## config.mk

```make
export PLATFORM = sky130hd
export DESIGN_NAME = fetch_stage
export DESIGN_NICKNAME = d
export VERILOG_FILES = /design/src/rtl/fetch_pkg.sv /design/src/rtl/fetch_queue.sv /design/src/rtl/fetch_stage.sv
export SDC_FILE = /design/constraint.sdc
export NUM_CORES = 1
export LEC_CHECK = 0
export CORE_MARGIN = 3
export CORE_UTILIZATION = 44
export DETAILED_ROUTE_END_ITERATION = 12
export PLACE_DENSITY = 0.73
export SLEW_MARGIN = 30
export SYNTH_ARGS = -nofsm -noshare
export SYNTH_HDL_FRONTEND = slang
export SYNTH_SLANG_ARGS = --single-unit
```

## constraint.sdc

```tcl
create_clock -name i_clk -period 7.4 [get_ports i_clk]
set_clock_uncertainty 0.15 [all_clocks]
set_input_delay 1.48 -clock i_clk [delete_from_list [all_inputs] [get_ports i_clk]]
set_output_delay 1.48 -clock i_clk [all_outputs]
set_load 0.01 [all_outputs]
```

## src/rtl/fetch_pkg.sv

```systemverilog
// Shared types and constants for the instruction fetch stage.
package fetch_pkg;

    localparam logic [31:0] NOP_INSN             = 32'h0000_0013;
    localparam logic [31:0] DEFAULT_RESET_VECTOR = 32'h0000_0000;
    localparam logic [31:0] PC_STEP              = 32'd4;

    // One fetched instruction as handed to decode.
    typedef struct packed {
        logic [31:0] pc;
        logic [31:0] insn;
        logic        exc;
    } fetch_entry_t;

    // Value presented on the head port whenever the queue is empty.
    localparam fetch_entry_t EMPTY_ENTRY = '{pc: 32'h0000_0000, insn: NOP_INSN, exc: 1'b0};

endpackage

```

## src/rtl/fetch_queue.sv

```systemverilog
// QDEPTH-entry circular FIFO of fetch_entry_t. Flush wins over push and pop.
// An empty queue presents EMPTY_ENTRY on head_o.
module fetch_queue
    import fetch_pkg::*;
#(
    parameter int unsigned  QDEPTH = 2,
    localparam int unsigned PTR_W  = (QDEPTH > 1) ? $clog2(QDEPTH) : 1,
    localparam int unsigned CNT_W  = $clog2(QDEPTH + 1)
)(
    input  logic             i_clk,
    input  logic             i_rst_n,
    input  logic             push_i,
    input  fetch_entry_t     push_entry_i,
    input  logic             pop_i,
    input  logic             flush_i,
    output logic             full_o,
    output logic             empty_o,
    output logic [CNT_W-1:0] count_o,
    output fetch_entry_t     head_o
);

    fetch_entry_t     mem_q [QDEPTH];
    logic [PTR_W-1:0] rd_ptr_q, rd_ptr_d;
    logic [PTR_W-1:0] wr_ptr_q, wr_ptr_d;
    logic [CNT_W-1:0] count_q, count_d;
    logic             do_push;
    logic             do_pop;

    function automatic logic [PTR_W-1:0] ptr_inc(input logic [PTR_W-1:0] p);
        return (p == PTR_W'(QDEPTH - 1)) ? '0 : p + PTR_W'(1);
    endfunction

    assign do_push = push_i && !flush_i;
    assign do_pop  = pop_i && !flush_i && !empty_o;

    // Pointer and occupancy next-state.
    always_comb begin
        rd_ptr_d = rd_ptr_q;
        wr_ptr_d = wr_ptr_q;
        count_d  = count_q;
        if (flush_i) begin
            rd_ptr_d = '0;
            wr_ptr_d = '0;
            count_d  = '0;
        end else begin
            if (do_push) wr_ptr_d = ptr_inc(wr_ptr_q);
            if (do_pop)  rd_ptr_d = ptr_inc(rd_ptr_q);
            case ({do_push, do_pop})
                2'b10:   count_d = count_q + CNT_W'(1);
                2'b01:   count_d = count_q - CNT_W'(1);
                default: count_d = count_q;
            endcase
        end
    end

    // Pointer and occupancy registers.
    always_ff @(posedge i_clk or negedge i_rst_n) begin
        if (!i_rst_n) begin
            rd_ptr_q <= '0;
            wr_ptr_q <= '0;
            count_q  <= '0;
        end else begin
            rd_ptr_q <= rd_ptr_d;
            wr_ptr_q <= wr_ptr_d;
            count_q  <= count_d;
        end
    end

    // Entry storage; contents are only observed through a non-empty head.
    always_ff @(posedge i_clk) begin
        if (do_push) mem_q[wr_ptr_q] <= push_entry_i;
    end

    assign full_o  = (count_q == CNT_W'(QDEPTH));
    assign empty_o = (count_q == '0);
    assign count_o = count_q;
    assign head_o  = empty_o ? EMPTY_ENTRY : mem_q[rd_ptr_q];

endmodule

```

## src/rtl/fetch_stage.sv

```systemverilog
// Instruction fetch stage: owns the PC, issues one-cycle-latency memory reads,
// queues {pc, insn, exc} for decode and handles redirects.
// Optional feature macro: FETCH_PERF_CNT_EN adds fetched/stall counter ports.
module fetch_stage
    import fetch_pkg::*;
#(
    parameter logic [31:0] RESET_VECTOR = DEFAULT_RESET_VECTOR,
    parameter int unsigned QDEPTH       = 2
)(
    input  logic        i_clk,
    input  logic        i_rst_n,
    output logic [31:0] o_imem_pc,
    input  logic [31:0] i_imem_insn,
    input  logic        i_imem_exception,
    input  logic        i_redirect_valid,
    input  logic [31:0] i_redirect_pc,
    output logic        o_valid,
    input  logic        i_ready,
    output logic [31:0] o_pc,
    output logic [31:0] o_insn,
    output logic        o_exc
`ifdef FETCH_PERF_CNT_EN
    ,
    output logic [31:0] o_perf_fetched,
    output logic [31:0] o_perf_stall
`endif
);

    localparam int unsigned CNT_W = $clog2(QDEPTH + 1);
    localparam int unsigned OCC_W = CNT_W + 1;

    logic [31:0]      pc_q, pc_d;
    logic [31:0]      req_pc_q, req_pc_d;
    logic             req_exc_q, req_exc_d;
    logic             inflight_q, inflight_d;
    logic             halt_q, halt_d;

    logic             q_push;
    logic             q_pop;
    logic             q_full;
    logic             q_empty;
    logic [CNT_W-1:0] q_count;
    fetch_entry_t     push_entry;
    fetch_entry_t     head_entry;
    logic [OCC_W-1:0] occupancy;
    logic             issue;

    // Slots committed after this cycle: queued + returning word - departing head.
    assign q_pop     = !q_empty && i_ready;
    assign occupancy = OCC_W'(q_count) + OCC_W'(inflight_q) - OCC_W'(q_pop);
    assign issue     = !i_redirect_valid && !halt_q && (occupancy < OCC_W'(QDEPTH));

    // The word for last cycle's request lands now; a faulting fetch carries a NOP.
    assign q_push     = inflight_q;
    assign push_entry = '{pc:   req_pc_q,
                          insn: req_exc_q ? NOP_INSN : i_imem_insn,
                          exc:  req_exc_q};

    // PC, request tracking and halt next-state; redirect overrides everything.
    always_comb begin
        pc_d       = pc_q;
        req_pc_d   = req_pc_q;
        req_exc_d  = req_exc_q;
        inflight_d = 1'b0;
        halt_d     = halt_q;
        if (i_redirect_valid) begin
            pc_d   = i_redirect_pc;
            halt_d = 1'b0;
        end else if (issue) begin
            inflight_d = 1'b1;
            req_pc_d   = pc_q;
            req_exc_d  = i_imem_exception;
            pc_d       = pc_q + PC_STEP;
            // Halting at issue keeps a second request from slipping out before
            // the faulting entry is queued.
            if (i_imem_exception) halt_d = 1'b1;
        end
    end

    // Fetch state registers.
    always_ff @(posedge i_clk or negedge i_rst_n) begin
        if (!i_rst_n) begin
            pc_q       <= RESET_VECTOR;
            req_pc_q   <= 32'h0000_0000;
            req_exc_q  <= 1'b0;
            inflight_q <= 1'b0;
            halt_q     <= 1'b0;
        end else begin
            pc_q       <= pc_d;
            req_pc_q   <= req_pc_d;
            req_exc_q  <= req_exc_d;
            inflight_q <= inflight_d;
            halt_q     <= halt_d;
        end
    end

    fetch_queue #(
        .QDEPTH (QDEPTH)
    ) u_queue (
        .i_clk        (i_clk),
        .i_rst_n      (i_rst_n),
        .push_i       (q_push),
        .push_entry_i (push_entry),
        .pop_i        (q_pop),
        .flush_i      (i_redirect_valid),
        .full_o       (q_full),
        .empty_o      (q_empty),
        .count_o      (q_count),
        .head_o       (head_entry)
    );

    assign o_imem_pc = pc_q;
    assign o_valid   = !q_empty;
    assign o_pc      = head_entry.pc;
    assign o_insn    = head_entry.insn;
    assign o_exc     = head_entry.exc;

    // The issue rule must never let a returning word meet a full, non-draining queue.
    push_when_full_a: assert property (@(posedge i_clk) disable iff (!i_rst_n)
        !(q_push && q_full && !q_pop && !i_redirect_valid));

`ifdef FETCH_PERF_CNT_EN
    logic [31:0] perf_fetched_q, perf_fetched_d;
    logic [31:0] perf_stall_q, perf_stall_d;

    // Pop and stall counters; redirect cycles are not counted.
    always_comb begin
        perf_fetched_d = perf_fetched_q;
        perf_stall_d   = perf_stall_q;
        if (!i_redirect_valid) begin
            if (q_pop)              perf_fetched_d = perf_fetched_q + 32'd1;
            if (o_valid && !i_ready) perf_stall_d  = perf_stall_q + 32'd1;
        end
    end

    // Counter registers.
    always_ff @(posedge i_clk or negedge i_rst_n) begin
        if (!i_rst_n) begin
            perf_fetched_q <= 32'h0;
            perf_stall_q   <= 32'h0;
        end else begin
            perf_fetched_q <= perf_fetched_d;
            perf_stall_q   <= perf_stall_d;
        end
    end

    assign o_perf_fetched = perf_fetched_q;
    assign o_perf_stall   = perf_stall_q;
`endif

endmodule
```

==> results.txt <==
Worst Max-Slew Pin Slew: 0.727 ns
max cap viols: 0
die area: 21,100 um^2
CTS root buffer: clkbuf_16
Mean Syn Cell Area: 12.3 um^2
Resize count post-CTS: 0
# setup viols final: 0
CP endpoint kind: flip-flop
Layout area overhead: 31.9%
Top FF cell, synth: edfxtp_1
Final GP Congestion: 0.819
initial antenna violation count: 0
grt ovf: 0
Peak VDD IR: 0.195 mV
design area: 11,200 um^2
syn nets: 764
Hold Crit Class: reg2reg
cell area after synthesis: 8520 um^2
Die Span Y: 145 um
Sink Count: 201
wire per inst: 16.8 um
Post-DP HPWL: 12,000 um
initial drt markers: 449
final WL: 18,900 um
status: finished clean
largest net degree at the start of global routing: 72
# IOs: 167
synth warn: 0
CTS tree: built
DR vias: 5,857
Reg clk slew, reported paths: 0.06 ns
cell count after synthesis: 692
final hold viol count: 0
layout cells sized above 1: 7.53%
via/cell ratio: 5.22
first drt pass iteration count: 5
sequential share of the synthesized area: 66.7%
fraction of registers with async set or reset after synthesis: 35.3%
crit path max fanout: 22
# Post-CTS Setup Buffers: 0
Initial Utilization: 45.1%
number of nets in the layout: 920
Slew Viols, Final: 0
Hold WS: 0.317 ns
Post-synth EDFFs: 130
Synth area leaders: edfxtp_1 46%, dfrtp_1 21%, mux2i_1 7.6%
chip width: 145 um
Clock Path Buffers: 3
drt drc: 0
Tmin final: 4.44 ns
Max Clk Rate: 0.225 GHz
most frequent cells in the layout: 165 x clkdlybuf4s50_1, 130 x edfxtp_1, 128 x nand2_1, 70 x nor2_1, 70 x dfrtp_1
first-pass GRT wire length: 30,900 um
fin crit share: 60.0%
Lkg Pwr: 4.16 nW
Setup Total Neg Slack: 0 ns
area share of the largest cell type after synthesis: 45.8%
Arr. time, crit path: 4.71 ns
synth unique cells: 52
hold-fix buffers at CTS: 0
placed instance area: 10,400 um^2
ant diodes: 0
# H-tree levels: 1
Site Rows: 50
Critical Path Source Type: input pin
vias in the first global route: 5,865
Worst Path Required: 7.67 ns
Tot GR Track Use: 17.8%
Routed Antenna Nets: 0
most common cell after layout, fill and taps aside: clkdlybuf4s50_1
Synth area leader: edfxtp_1
pwr/cell area: 353 nW/um^2
Max-slew headroom: 51.5%
worst skew pair latency: 0.49 ns
PortBufs: 166
Core Area: 18,900 um^2
FF+latch count, synth: 201
CP Class: in2reg
Num CTS Buffers: 21
RSZ-0062 raised after global routing: false
==> per-layer routing <==
metal	share of wire [%]	track usage (%)	up-vias	routed length [um]
met1	44	24.9	2851	8260
met4	0.97	3.23	0	184
met3	7.5	3.94	19	1420
met5	0	0	-	0
met2	48	29.1	213	9060
li1	-	-	2774	-
==> kinds of logic (layout without fill, tap and decap cells) <==
| kind of cell | Yosys count | after routing | synth area share, % |
|---|---|---|---|
| simple gates | 294 | 294 | 15.9 |
| flops | 201 | 201 | 66.7 |
| mux | 67 | 67 | 7.90 |
| compound gates | 66 | 66 | 5.70 |
| buf+inv | 54 | 225 | 2.60 |
| xor+xnor | 7 | 7 | 0.720 |
| fa+ha+maj | 3 | 3 | 0.529 |
==> synth_stat cells (all sizes together) (6+ instances only) <==
| master | instances |
|---|---|
| o211ai | 15 |
| nor2b | 31 |
| inv | 12 |
| nor2 | 72 |
| a21oi | 6 |
| and3 | 8 |
| nand3 | 21 |
| mux2i | 65 |
| edfxtp | 130 |
| dfrtp | 71 |
| clkbuf | 24 |
| nand2 | 130 |
| nand4 | 7 |
| o311ai | 7 |
| buf | 18 |
| and2 | 6 |
| o21ai | 14 |
==> layout make-up <==
type / count / area [um^2]
clock buffer: 27 / 611
clock inverter: 11 / 161
fill: 1566 / 7660
inverter: 12 / 45.0
multi-input combinational: 437 / 2650
sequential: 201 / 5680
tap: 260 / 325
timing repair buffer: 175 / 1760
==> through the flow <==
stage | util [%] | setup slack [ns] | power (mW) | std cells
5_1_grt | 59.5 | 2.66 | 4.19 | 1123
3_5_place_dp | 55.3 | 2.47 | 2.85 | 1084
3_3_place_gp | 55.1 | 2.52 | 2.81 | 1083
6_report | 59.5 | 2.96 | 3.96 | 1123
2_1_floorplan | - | 2.09 | 2.33 | 692
4_1_cts | 59.4 | 2.97 | 4.00 | 1122
==> where the power goes <==
| part | internal, mW | switching [mW] |
|---|---|---|
| logic | 0.500 | 0.590 |
| registers | 1.53 | 0.202 |
| clock network | 0.724 | 0.417 |
==> worst max-delay path, cell delays in order <==
cell             delay (ns)
clkdlybuf4s50_1        0.50
and2_1                 0.23
ha_1                   0.25
nand2b_1               0.15
fa_1                   0.48
nor2b_1                0.23
nand3_2                0.10
inv_1                  0.54
buf_4                  0.36
nand2_1                0.10
a31o_2                 0.21
nand3_1                0.07
==> worst paths after layout <==
path	startpoint	to	slack, ns	depth (start not counted)
hold / removal	req_pc_q[4]	u_queue.mem_q[1][37]	0.32	0
setup / recovery	i_ready	o_imem_pc[25]	2.96	12
max in group asynchronous	i_rst_n	u_queue.rd_ptr_q	5.73	1
min in group asynchronous	i_rst_n	o_imem_pc[24]	0.86	1
hold reg to reg	req_pc_q[4]	u_queue.mem_q[1][37]	0.32	0
setup reg to reg	u_queue.count_o[1]	o_imem_pc[25]	3.72	13
==> flip-flops by register name, summed over array words and instances (netlist names) <==
name and cells:
u_queue.rd_ptr_q 1, halt_q 1, u_queue.wr_ptr_q 1, o_imem_pc 32
u_queue.mem_q 130, req_pc_q 32, u_queue.count_o 2, inflight_q 1
req_exc_q 1
(Power assumes the default switching activity.)
